`src/rtl/cnna_mul_pipe.sv`:
```
// -----------------------------------------------------------------------------
// cnna_mul_pipe
// Parametrised, pipelined integer multiplier for the cnna datapath. It sits
// between the feature/weight fetch logic and the accumulator tree.
//
// The operands are extended to A_W+B_W bits and multiplied into the full
// product P. The result is then formed as a DOUT_W-bit value, and the overflow
// flag is computed. All of this happens in front of stage 0. The remaining
// NUM_STAGE-1 stages are retiming registers only. A single global enable stalls
// the whole pipe when the output is held. Bubbles travel through the pipe like
// data.
//
// Parameters:
//   A_W, B_W   operand widths
//   DOUT_W     result width (2 .. A_W+B_W)
//   A_SIGNED   1 -> operand a is two's complement
//   B_SIGNED   1 -> operand b is two's complement
//   NUM_STAGE  register stages from input to output (1 .. 8)
//   TAG_W      sideband tag width (>= 1)
//
// Ports:
//   ap_clk, ap_rst_n   clock, asynchronous active-low reset
//   in_valid/in_ready  input handshake; in_ready = ~out_valid | out_ready
//   din0, din1, in_tag operand a, operand b, sideband tag
//   out_valid/out_ready output handshake
//   dout, out_tag, ovf product, its tag, product did not fit in DOUT_W
//
// Build option:
//   CNNA_MUL_SAT_EN  when defined, dout saturates on overflow instead of
//                    wrapping. The ovf flag is still reported.
// -----------------------------------------------------------------------------
module cnna_mul_pipe #(
   parameter int A_W       = 13,
   parameter int B_W       = 5,
   parameter int DOUT_W    = 18,
   parameter int A_SIGNED  = 0,
   parameter int B_SIGNED  = 0,
   parameter int NUM_STAGE = 3,
   parameter int TAG_W     = 4
) (
   input  logic              ap_clk,
   input  logic              ap_rst_n,
   input  logic              in_valid,
   output logic              in_ready,
   input  logic [A_W-1:0]    din0,
   input  logic [B_W-1:0]    din1,
   input  logic [TAG_W-1:0]  in_tag,
   output logic              out_valid,
   input  logic              out_ready,
   output logic [DOUT_W-1:0] dout,
   output logic [TAG_W-1:0]  out_tag,
   output logic              ovf
);

   localparam int P_W        = A_W + B_W;
   localparam bit RES_SIGNED = (A_SIGNED != 0) || (B_SIGNED != 0);

   logic              w_a_sx;
   logic              w_b_sx;
   logic [P_W-1:0]    w_a_ext;
   logic [P_W-1:0]    w_b_ext;
   logic [P_W-1:0]    w_prod;
   logic              w_ovf;
   logic [DOUT_W-1:0] w_dout;
   logic              w_ce;

   logic              r_vld  [NUM_STAGE];
   logic [DOUT_W-1:0] r_dout [NUM_STAGE];
   logic [TAG_W-1:0]  r_tag  [NUM_STAGE];
   logic              r_ovf  [NUM_STAGE];

   // A held output stalls the whole pipe. Otherwise every stage moves,
   // including bubbles.
   assign w_ce     = ~r_vld[NUM_STAGE-1] | out_ready;
   assign in_ready = w_ce;

   // Operand extension. An unsigned operand always contributes a non-negative
   // value.
   assign w_a_sx  = (A_SIGNED != 0) ? din0[A_W-1] : 1'b0;
   assign w_b_sx  = (B_SIGNED != 0) ? din1[B_W-1] : 1'b0;
   assign w_a_ext = {{B_W{w_a_sx}}, din0};
   assign w_b_ext = {{A_W{w_b_sx}}, din1};

   // The low P_W bits of the product of the two extended operands form the
   // exact two's-complement product. The full product always fits in P_W bits.
   assign w_prod  = w_a_ext * w_b_ext;

   generate
      if (RES_SIGNED) begin : g_ovf_signed
         // The product fits only if every bit from DOUT_W-1 upward equals the
         // sign bit.
         assign w_ovf = ~((&w_prod[P_W-1:DOUT_W-1]) | ~(|w_prod[P_W-1:DOUT_W-1]));
      end else if (DOUT_W < P_W) begin : g_ovf_unsigned
         assign w_ovf = |w_prod[P_W-1:DOUT_W];
      end else begin : g_ovf_none
         // An unsigned product at full width can never overflow.
         assign w_ovf = 1'b0;
      end
   endgenerate

`ifdef CNNA_MUL_SAT_EN
   // Clamp an unrepresentable product to the nearest limit of the result range.
   always_comb begin
      w_dout = w_prod[DOUT_W-1:0];
      if (w_ovf) begin
         if (RES_SIGNED) begin
            if (w_prod[P_W-1]) begin
               w_dout = {1'b1, {(DOUT_W-1){1'b0}}};
            end else begin
               w_dout = {1'b0, {(DOUT_W-1){1'b1}}};
            end
         end else begin
            w_dout = {DOUT_W{1'b1}};
         end
      end else begin
         w_dout = w_prod[DOUT_W-1:0];
      end
   end
`else
   assign w_dout = w_prod[DOUT_W-1:0];
`endif

   // Pipeline registers. Stage 0 captures the result, and the later stages
   // shift when the pipe is enabled.
   always_ff @(posedge ap_clk or negedge ap_rst_n) begin
      if (!ap_rst_n) begin
         for (int i = 0; i < NUM_STAGE; i++) begin
            r_vld[i]  <= 1'b0;
            r_dout[i] <= {DOUT_W{1'b0}};
            r_tag[i]  <= {TAG_W{1'b0}};
            r_ovf[i]  <= 1'b0;
         end
      end else if (w_ce) begin
         r_vld[0]  <= in_valid;
         r_dout[0] <= w_dout;
         r_tag[0]  <= in_tag;
         r_ovf[0]  <= w_ovf;
         for (int i = 1; i < NUM_STAGE; i++) begin
            r_vld[i]  <= r_vld[i-1];
            r_dout[i] <= r_dout[i-1];
            r_tag[i]  <= r_tag[i-1];
            r_ovf[i]  <= r_ovf[i-1];
         end
      end
   end

   assign out_valid = r_vld[NUM_STAGE-1];
   assign dout      = r_dout[NUM_STAGE-1];
   assign out_tag   = r_tag[NUM_STAGE-1];
   assign ovf       = r_ovf[NUM_STAGE-1];

endmodule

```
`config.mk`:
```
export PLATFORM = sky130hd
export DESIGN_NAME = cnna_mul_pipe
export DESIGN_NICKNAME = d
export VERILOG_FILES = /design/src/rtl/cnna_mul_pipe.sv
export SDC_FILE = /design/constraint.sdc
export NUM_CORES = 1
export LEC_CHECK = 0
export CAP_MARGIN = 40
export CORE_MARGIN = 3
export CORE_UTILIZATION = 55
export DETAILED_ROUTE_END_ITERATION = 7
export HOLD_SLACK_MARGIN = 0.05
export PLACE_DENSITY = 0.84
export SLEW_MARGIN = 20
export SYNTH_ARGS = -nofsm -noshare
export SYNTH_HDL_FRONTEND = slang
export SYNTH_SLANG_ARGS = --single-unit
```
`constraint.sdc`:
```
create_clock -name ap_clk -period 3.6 [get_ports ap_clk]
set_clock_uncertainty 0.2 [all_clocks]
set_input_delay 0.72 -clock ap_clk [delete_from_list [all_inputs] [get_ports ap_clk]]
set_output_delay 0.72 -clock ap_clk [all_outputs]
set_load 0.02 [all_outputs]
```
Word-level counts from Yosys, hierarchy flattened
Index checks and enable logic that the tools add are counted.
{"block": "classes", "n_bitwise": 2, "mul": 1}
{"cell": "$mul A13 B5 Y18", "n": 1}
{"cell": "$not A1 Y1", "n": 1}
{"cell": "$or A1 B1 Y1", "n": 1}
{"block": "word_totals", "regBits": 69, "wordCells": 12, "in_bits": 26, "output_inout_bits": 25}

Logic depth before layout (Yosys ltp)
Gate-level depths: netlist (run 1).
{"block": "depth", "word_depth": 2, "mapped_depth": 14, "mapped_depth_nobuf": 13}

Least setup slack after synthesis (run 1)
OpenSTA, ideal clock, no wires.
{"block": "synth_path", "path_type": "in2reg", "start": "input port din1[4]", "end": "register r_dout[49] in the netlist's numbering", "path_slack_ps": -701, "path_buffers": 1, "setup_ps": 135, "path_stages": 13, "required_time_ps": 3265, "t_arrival_ps": 3966, "path_cell_list": "clkbuf_1 and2_1 fa_1 fa_1 inv_1 fa_1 inv_1 ha_1 a21oi_1 o21ai_1 and2_4 a2111oi_2 a211oi_1"}
{"block": "synth_via", "elab_chain_cells": 1}
{"item": "start, declared", "line_no": "46", "rtl": "input logic [B_W-1:0] din1,"}
{"item": "$mul A13 B5 Y18", "line_no": "86", "rtl": "assign w_prod = w_a_ext * w_b_ext;"}
{"item": "end signal, assigned by index", "line_no": "129", "rtl": "r_dout[i] <= {DOUT_W{1'b0}};"}
{"item": "end signal, assigned by index", "line_no": "140", "rtl": "r_dout[i] <= r_dout[i-1];"}
{"item": "end, declared", "line_no": "68", "rtl": "logic [DOUT_W-1:0] r_dout [NUM_STAGE];"}
Every way passes these cells.
A chain may end at the register's enable or synchronous reset.

Final worst setup path (run 1)
{"block": "layout_path", "start": "input port din1[2]", "end": "register r_dout[52] in the netlist's numbering"}
The elaborated chain is that of the path after synthesis.

==> reports/results.tsv, run 1 <==
stage	metric	value	unit
timing	min_period_over_period	1.08	
place	dp_cells	726	
critical_path	r2r-start	out_valid	
floorplan	coreArea	8420	µm²
critical_path	crit_chain	buf_12 -> buf_8 -> and2_4 -> fa_2 -> fa_1 -> inv_2 -> fa_1 -> inv_2 -> ha_4 -> o21ai_4 -> o21ai_4 -> buf_6 -> nand3_4 -> nand3_2 -> or3b_1	
run_status	outcome	finished with violations	
critical_path	crit_buf_inv	5	
power	power_frac_comb	0.569	
place	portBuffers	49	
grt	grt_first_pass_wirelength	19100	µm
final_layout	layout-drive-gt1-share	0.296	
synthesis	synth_area_leaders	dfrtp_1 (35%), nand2_1 (15%), fa_1 (13%)	
timing	fmax	257	MHz
power	clkPwrFrac	0.136	
final_layout	postLayoutCoreUtil	0.768	
timing	slew-limit-headroom	0.517	
synthesis	ys_ff_latch	69	
route	drc	0	
grt	busiest_layer	met2	
critical_path	crit_required	3.61	ns
route	wire_per_inst	15.7	µm
clocking	clockRootBuffer	clkbuf_8	
final_layout	final_cells	753	
critical_path	cp_top_family	adder cells	
synthesis	async_flop_share	1.00	
clocking	clkSlewWorstSetupHoldPaths	0.08	ns
power	power.share.sequential	0.295	
synthesis	ys_types	53	
min_path	hold_class	primary input to async pin	
final_layout	multiInputGateArea	3230	µm²
timing	post-route-min-period	3.89	ns
power	power.internal	2.63	mW
place	dp_hpwl	7580	µm
timing	rsz0062_at_grt	yes	
final_layout	fillCellCount	513	
timing	setup_viol_count_final	10	
clocking	numCtsBuffers	9	
power	power.density	691	nW/µm²
synthesis	ys.warnings.count	0	
place	gp_congestion	0.909	
floorplan	io_pins	51	
critical_path	worst-path-max-fanout	6	
floorplan	start_util	0.582	
timing	worst_pin_slew	0.725	ns
floorplan	die_w	100	µm
floorplan	fp.dieH	100	µm
final_layout	register_area	1730	µm²
critical_path	critPathCaptureType	flop	
route	vias_per_cell	5.47	
clocking	cts_tree	built	
synthesis	synth.avg_cell_area	8.70	µm²
synthesis	synth_top_cell_area_share	0.352	
synthesis	yosys.area.top_type	dfrtp_1	
grt	grt_max_degree	65	
final_layout	nets	729	
synthesis	yosysSeqAreaShare	0.352	
grt	met1_usage	0.285	
critical_path	slowest_stage	fa_1	
critical_path	path_class	primary input to flop	
final_layout	num_antenna_cells	0	
synthesis	ys.flop_type	dfrtp_1	
power	p_sw	1.84	mW
grt	grt_pass1_vias	4177	
route	drtPass1Iterations	5	
clocking	ctsLongestPathBuffers	2	
route	antenna_left	0	
run_status	failed_checks	negative setup slack	
power	p_sw_frac	0.411	
critical_path	worst_r2r_path_depth	6	
grt	use_met3	0.0368	
grt	grt_usage	0.235	
critical_path	cp.arrival	3.90	ns
final_layout	synthToLayoutAreaGrowth	31.8	%
critical_path	ff2ff_setup_slack	1.54	ns
critical_path	worst_path_largest_cell_delay	0.53	ns
route	wirelength	11800	µm
route	drt_iter0_markers	264	
grt	use_met2	0.418	
critical_path	crit_path_start_kind	primary input	
timing	fin_hold_ws	0.229	ns
grt	antenna_found_initial	0	
critical_path	r2r-end	r_dout[42]	
power	cellLeakagePower	3.20	nW
timing	final.setup.worst_slack	-0.290	ns
floorplan	rows	33	
clocking	cts-htree-levels	3	
flow_run	maxCapViolations	0	
grt	grt_overflow	0	
timing	slew_violations	0	
synthesis	synth_area	4910	µm²
route	via_count	4120	
timing	finalHoldViolations	0	
floorplan	die_area	10100	µm²
synthesis	synth_edf_count	0	
clocking	cts_sinks	69	
clocking	clk_latency	0.33	ns
synthesis	synthCells	564	
power	peakVddDrop	397	µV
synthesis	syn_nets	649	
==> cell usage after synthesis (2+ instances only) <==
master,number
buf_4,24
a31oi_1,2
nand3_1,3
nand2b_1,4
nand4_1,3
xnor2_1,2
a211oi_2,3
buf_2,12
fa_1,33
and3_1,2
o211ai_1,2
inv_1,44
a211oi_1,4
clkbuf_1,12
o21ai_0,7
ha_1,26
xor2_1,4
a21o_1,8
nor2_1,15
mux2i_1,2
o21ai_1,3
dfrtp_1,69
nand2_1,191
and2_1,49
a21oi_1,12
==> cells by family after synthesis <==
family	count (synthesis)	share of synthesized area
buffers and inverters	92	0.0918
other	1	0.000764
adder cells (fa/ha/maj)	59	0.201
multiplexers	2	0.00408
AND/OR/NAND/NOR	278	0.252
flip-flops	69	0.352
AO/OA/AOI/OAI	57	0.0875
XOR/XNOR	6	0.0107
==> worst max-delay path by stage <==
| stage | end | cells after the start | start | slack [ns] |
|---|---|---|---|---|
| 3_5_place_dp | r_dout[51] | 13 | din1[3] | -1.20 |
| 5_1_grt | r_dout[52] | 15 | din1[2] | -0.37 |
| 4_1_cts | r_dout[52] | 13 | din1[2] | -0.17 |
| 6_report | r_dout[52] | 15 | din1[2] | -0.29 |
| 2_1_floorplan | r_dout[52] | 14 | din1[2] | -0.50 |
| 3_3_place_gp | r_dout[52] | 13 | din1[3] | -1.09 |
==> registers in the layout, summed over array words and instances, names as in the netlist <==
name and count:
r_tag 8, out_tag 4, r_dout 36, r_vld 2
dout 18, out_valid 1
==> cell usage in the layout (no fill, tap or decap), types with 5 or more instances in the layout <==
cell / synthesis / layout
buf_2: 12 / 10
clkbuf_8: 0 / 9
a21oi_1: 12 / 8
inv_2: 0 / 14
dfrtp_1: 69 / 69
fa_2: 0 / 6
o21ai_4: 0 / 5
nor2_1: 15 / 14
a21o_1: 8 / 8
ha_4: 0 / 15
and2_1: 49 / 28
ha_1: 26 / 11
buf_6: 0 / 11
buf_4: 24 / 56
and2_4: 1 / 21
nand2_1: 191 / 187
fa_1: 33 / 27
inv_1: 44 / 30
clkdlybuf4s50_1: 0 / 34
==> area by class of cell <==
cell class	instances	share of cell area
clock buffer	9	0.0192
sequential	69	0.267
timing repair buffer	117	0.159
inverter	44	0.0255
clock inverter	6	0.0101
tap	105	0.0203
multi-input combinational	403	0.499
==> stage by stage <==
stage          power (mW)  TNS, ns  setup slack, ns  area, µm²
2_1_floorplan        2.85    -3.74           -0.502       5160
3_3_place_gp         3.35   -12.84            -1.09       5890
3_5_place_dp         3.43   -14.05            -1.20       5890
4_1_cts              4.26   -0.823           -0.171       6370
5_1_grt              4.76    -2.86           -0.372       6470
6_report             4.47    -1.90           -0.290       6470
==> worst reg2reg max path: stages (launching register included) <==
cell	delay, ns
dfrtp_1	0.39
nor2b_4	0.14
inv_2	0.09
buf_4	0.28
buf_4	0.51
o21ai_0	0.20
o21ai_1	0.17
==> timing repair <==
item,4_1_cts,5_1_grt
pin swaps,74,25
hold buffers,0,0
gates resized for setup,119,19
endpoints found under the setup margin,14,11
hold endpoints to repair,0,0
setup buffers,7,7
==> power by group through the flow <==
stage                     clock, mW  sequential (mW)  combinational, mW
after floorplan                   0             1.27               1.58
after global placement            0             1.30               2.05
after detailed placement          0             1.31               2.12
after CTS                     0.612             1.30               2.35
after global routing          0.647             1.35               2.76
final                         0.608             1.32               2.54
==> per-layer routing <==
layer,wire (µm),vias up
li1,-,1910
met1,4830,2031
met2,6200,146
met4,275,0
met3,506,33
met5,0,-
Note: power is estimated with default switching activity, not from simulation.
==> inputs of run 2 (changes only) <==
--- a/config.mk
+++ b/config.mk
@@ -5,12 +5,14 @@
 export SDC_FILE = /design/constraint.sdc
 export NUM_CORES = 1
 export LEC_CHECK = 0
-export CAP_MARGIN = 40
+export ABC_AREA = 1
+export CAP_MARGIN = 20
 export CORE_MARGIN = 3
 export CORE_UTILIZATION = 55
+export CTS_BUF_LIST = sky130_fd_sc_hd__clkbuf_4 sky130_fd_sc_hd__clkbuf_8
 export DETAILED_ROUTE_END_ITERATION = 7
 export HOLD_SLACK_MARGIN = 0.05
-export PLACE_DENSITY = 0.84
+export PLACE_DENSITY = 0.83
 export SLEW_MARGIN = 20
 export SYNTH_ARGS = -nofsm -noshare
 export SYNTH_HDL_FRONTEND = slang
==> reports/results.tsv, run 2 <==
stage	metric	value	unit
final_layout	layout.cells.most_common	nand2_1	
final_layout	synthToLayoutAreaGrowth	26.7	%
floorplan	rows	34	
final_layout	largest_register	r_dout	
route	wirelength	10900	µm
route	wire_per_inst	12.7	µm
synthesis	synth_area_leaders	dfrtp_1 (34%), nand2_1 (23%), fa_1 (13%)	
synthesis	synthCells	683	
synthesis	ys_ff_latch	69	
floorplan	io_pins	51	
synthesis	synth_edf_count	0	
route	via_count	4291	
power	cellLeakagePower	3.71	nW
min_path	hold_class	flop to flop	
timing	slew_violations	0	
place	post_dp_cell_area	5860	µm²
timing	worst_pin_slew	0.835	ns
final_layout	num_antenna_cells	0	
grt	grt_max_degree	71	
final_layout	largest_register_ffs	36	
final_layout	layout-drive-gt1-share	0.268	
synthesis	yosysMostFrequentCell	nand2_1	
power	peakVddDrop	312	µV
floorplan	fp.dieH	102	µm
clocking	numCtsBuffers	9	
power	power	4.19	mW
synthesis	synth_common_cells	nand2_1 (308), inv_1 (126), dfrtp_1 (69), fa_1 (33), ha_1 (26)	
grt	antenna_found_initial	0	
timing	rsz0062_at_grt	yes	
critical_path	crit_path_start_kind	primary input	
synthesis	synth.avg_cell_area	7.44	µm²
final_layout	final_cells	861	
clocking	cts_tree	built	
timing	slew-limit-headroom	0.443	
synthesis	yosys.area.top_type	dfrtp_1	
grt	grt_pass1_vias	4277	
synthesis	yosysSeqAreaShare	0.340	
route	drt_iter0_markers	160	
grt	grt_overflow	0	
place	dp_slack	-0.856	ns
grt	grt_first_pass_wirelength	18500	µm
final_layout	final_area	6430	µm²
clocking	clockRootBuffer	clkbuf_8	
synthesis	syn_nets	768	
route	vias_per_cell	4.98	
timing	min_period_over_period	1.02	
floorplan	die_area	10400	µm²
synthesis	synth_top_cell_area_share	0.340	
final_layout	nets	833	
clocking	cts_sinks	69	
critical_path	path_class	primary input to flop	
synthesis	async_flop_share	1.00	
floorplan	die_w	102	µm
clocking	clkSlewWorstSetupHoldPaths	0.08	ns
timing	final.setup.worst_slack	-0.0597	ns
place	dp_cells	833	
route	antenna_left	0	
place	gp_congestion	0.870	
critical_path	cp.arrival	3.67	ns
synthesis	ys_types	33	
synthesis	ys.flop_type	dfrtp_1	
critical_path	critPathCaptureType	flop	
timing	finalHoldViolations	0	
critical_path	crit_required	3.61	ns
timing	post-route-min-period	3.66	ns
timing	fmax	273	MHz
synthesis	synth_area	5080	µm²
place	dp_hpwl	7480	µm
clocking	ctsLongestPathBuffers	2	
floorplan	coreArea	8850	µm²
critical_path	worst-path-max-fanout	6	
final_layout	final_cell_mix	nand2_1 (264), inv_1 (96), dfrtp_1 (69)	
run_status	outcome	finished with violations	
place	portBuffers	49	
run_status	failed_checks	negative setup slack	
timing	setup_viol_count_final	6	
clocking	clk_latency	0.34	ns
clocking	cts-htree-levels	3	
route	drtPass1Iterations	5	
flow_run	maxCapViolations	0	
grt	grt_usage	0.222	
synthesis	ys.warnings.count	0	
power	power.density	651	nW/µm²
route	drc	0	
floorplan	start_util	0.574	
## run 2: changes by cell type after synthesis, moves of 5 or more
cell	change
nand2_1	+117
inv_1	+82
and2_1	-48
nand3_1	+15
a21o_1	-8
nand2_2	+7
a21oi_1	-6
buf_2	-6
inv_2	+5
## run 2: final timing paths
check,start,to,slack [ns],cells after the start
min in group asynchronous,ap_rst_n,r_dout[21],0.37,2
max in group asynchronous,ap_rst_n,r_dout[49],2.30,2
hold reg to reg,r_vld[1],out_valid,0.26,2
hold / removal,r_vld[1],out_valid,0.26,2
setup reg to reg,out_valid,r_dout[40],1.93,6
setup / recovery,din1[2],r_dout[45],-0.06,17
## run 2: per-layer routing
layer | vias to the layer above | part of all wire | GRT usage
li1 | 2091 | - | -
met5 | - | 0 | 0
met2 | 98 | 0.52 | 0.377
met1 | 2075 | 0.41 | 0.287
met4 | 0 | 0.031 | 0.0737
met3 | 27 | 0.036 | 0.0403
## run 2: cells by family (layout without fill, tap and decap cells)
| family | count (synthesis) | in the layout | share of synthesized area |
|---|---|---|---|
| simple gates | 359 | 359 | 0.285 |
| buf+inv | 174 | 244 | 0.155 |
| flops | 69 | 69 | 0.340 |
| xor+xnor | 3 | 3 | 0.00517 |
| fa+ha+maj | 59 | 59 | 0.194 |
| other cells | 1 | 1 | 0.000738 |
| compound gates | 18 | 18 | 0.0207 |
## run 2: cell type report
type / instances / area (µm²)
multi-input combinational: 440 / 3000
sequential: 69 / 1730
clock buffer: 9 / 124
clock inverter: 7 / 97.6
fill: 649 / 2410
tap: 108 / 135
timing repair buffer: 96 / 846
inverter: 132 / 505
## run 2: worst max-delay path: stages
cell	delay (ns)
buf_8	0.10
buf_12	0.13
nand2_4	0.05
inv_2	0.03
fa_1	0.48
fa_1	0.52
inv_2	0.05
fa_1	0.54
inv_2	0.06
ha_4	0.24
nand2_4	0.09
inv_2	0.06
a21oi_4	0.14
nand2_4	0.09
or2_1	0.22
nand3_2	0.07
o21ai_2	0.06
## run 2: what timing repair did
item | 4_1_cts | 5_1_grt
setup buffers | 10 | 2
cloned | 2 | 0
pin swaps | 43 | 48
hold buffers | 0 | 0
endpoints found under the setup margin | 14 | 13
resized for setup | 81 | 71
## run 2: where the power goes
group	total [mW]	switching (mW)	internal, mW
clock	0.692	0.300	0.392
combinational	2.21	1.25	0.965
sequential	1.28	0.175	1.11
## run 2: metrics by stage
stage / TNS (ns) / hold slack [ns] / util
CTS: -0.303 / 0.260 / 0.707
global route: -1.17 / 0.286 / 0.727
detailed placement: -10.68 / 0.245 / 0.662
global placement: -9.77 / 0.243 / 0.662
floorplan: -0.561 / 0.223 / -
finish: -0.128 / 0.258 / 0.727
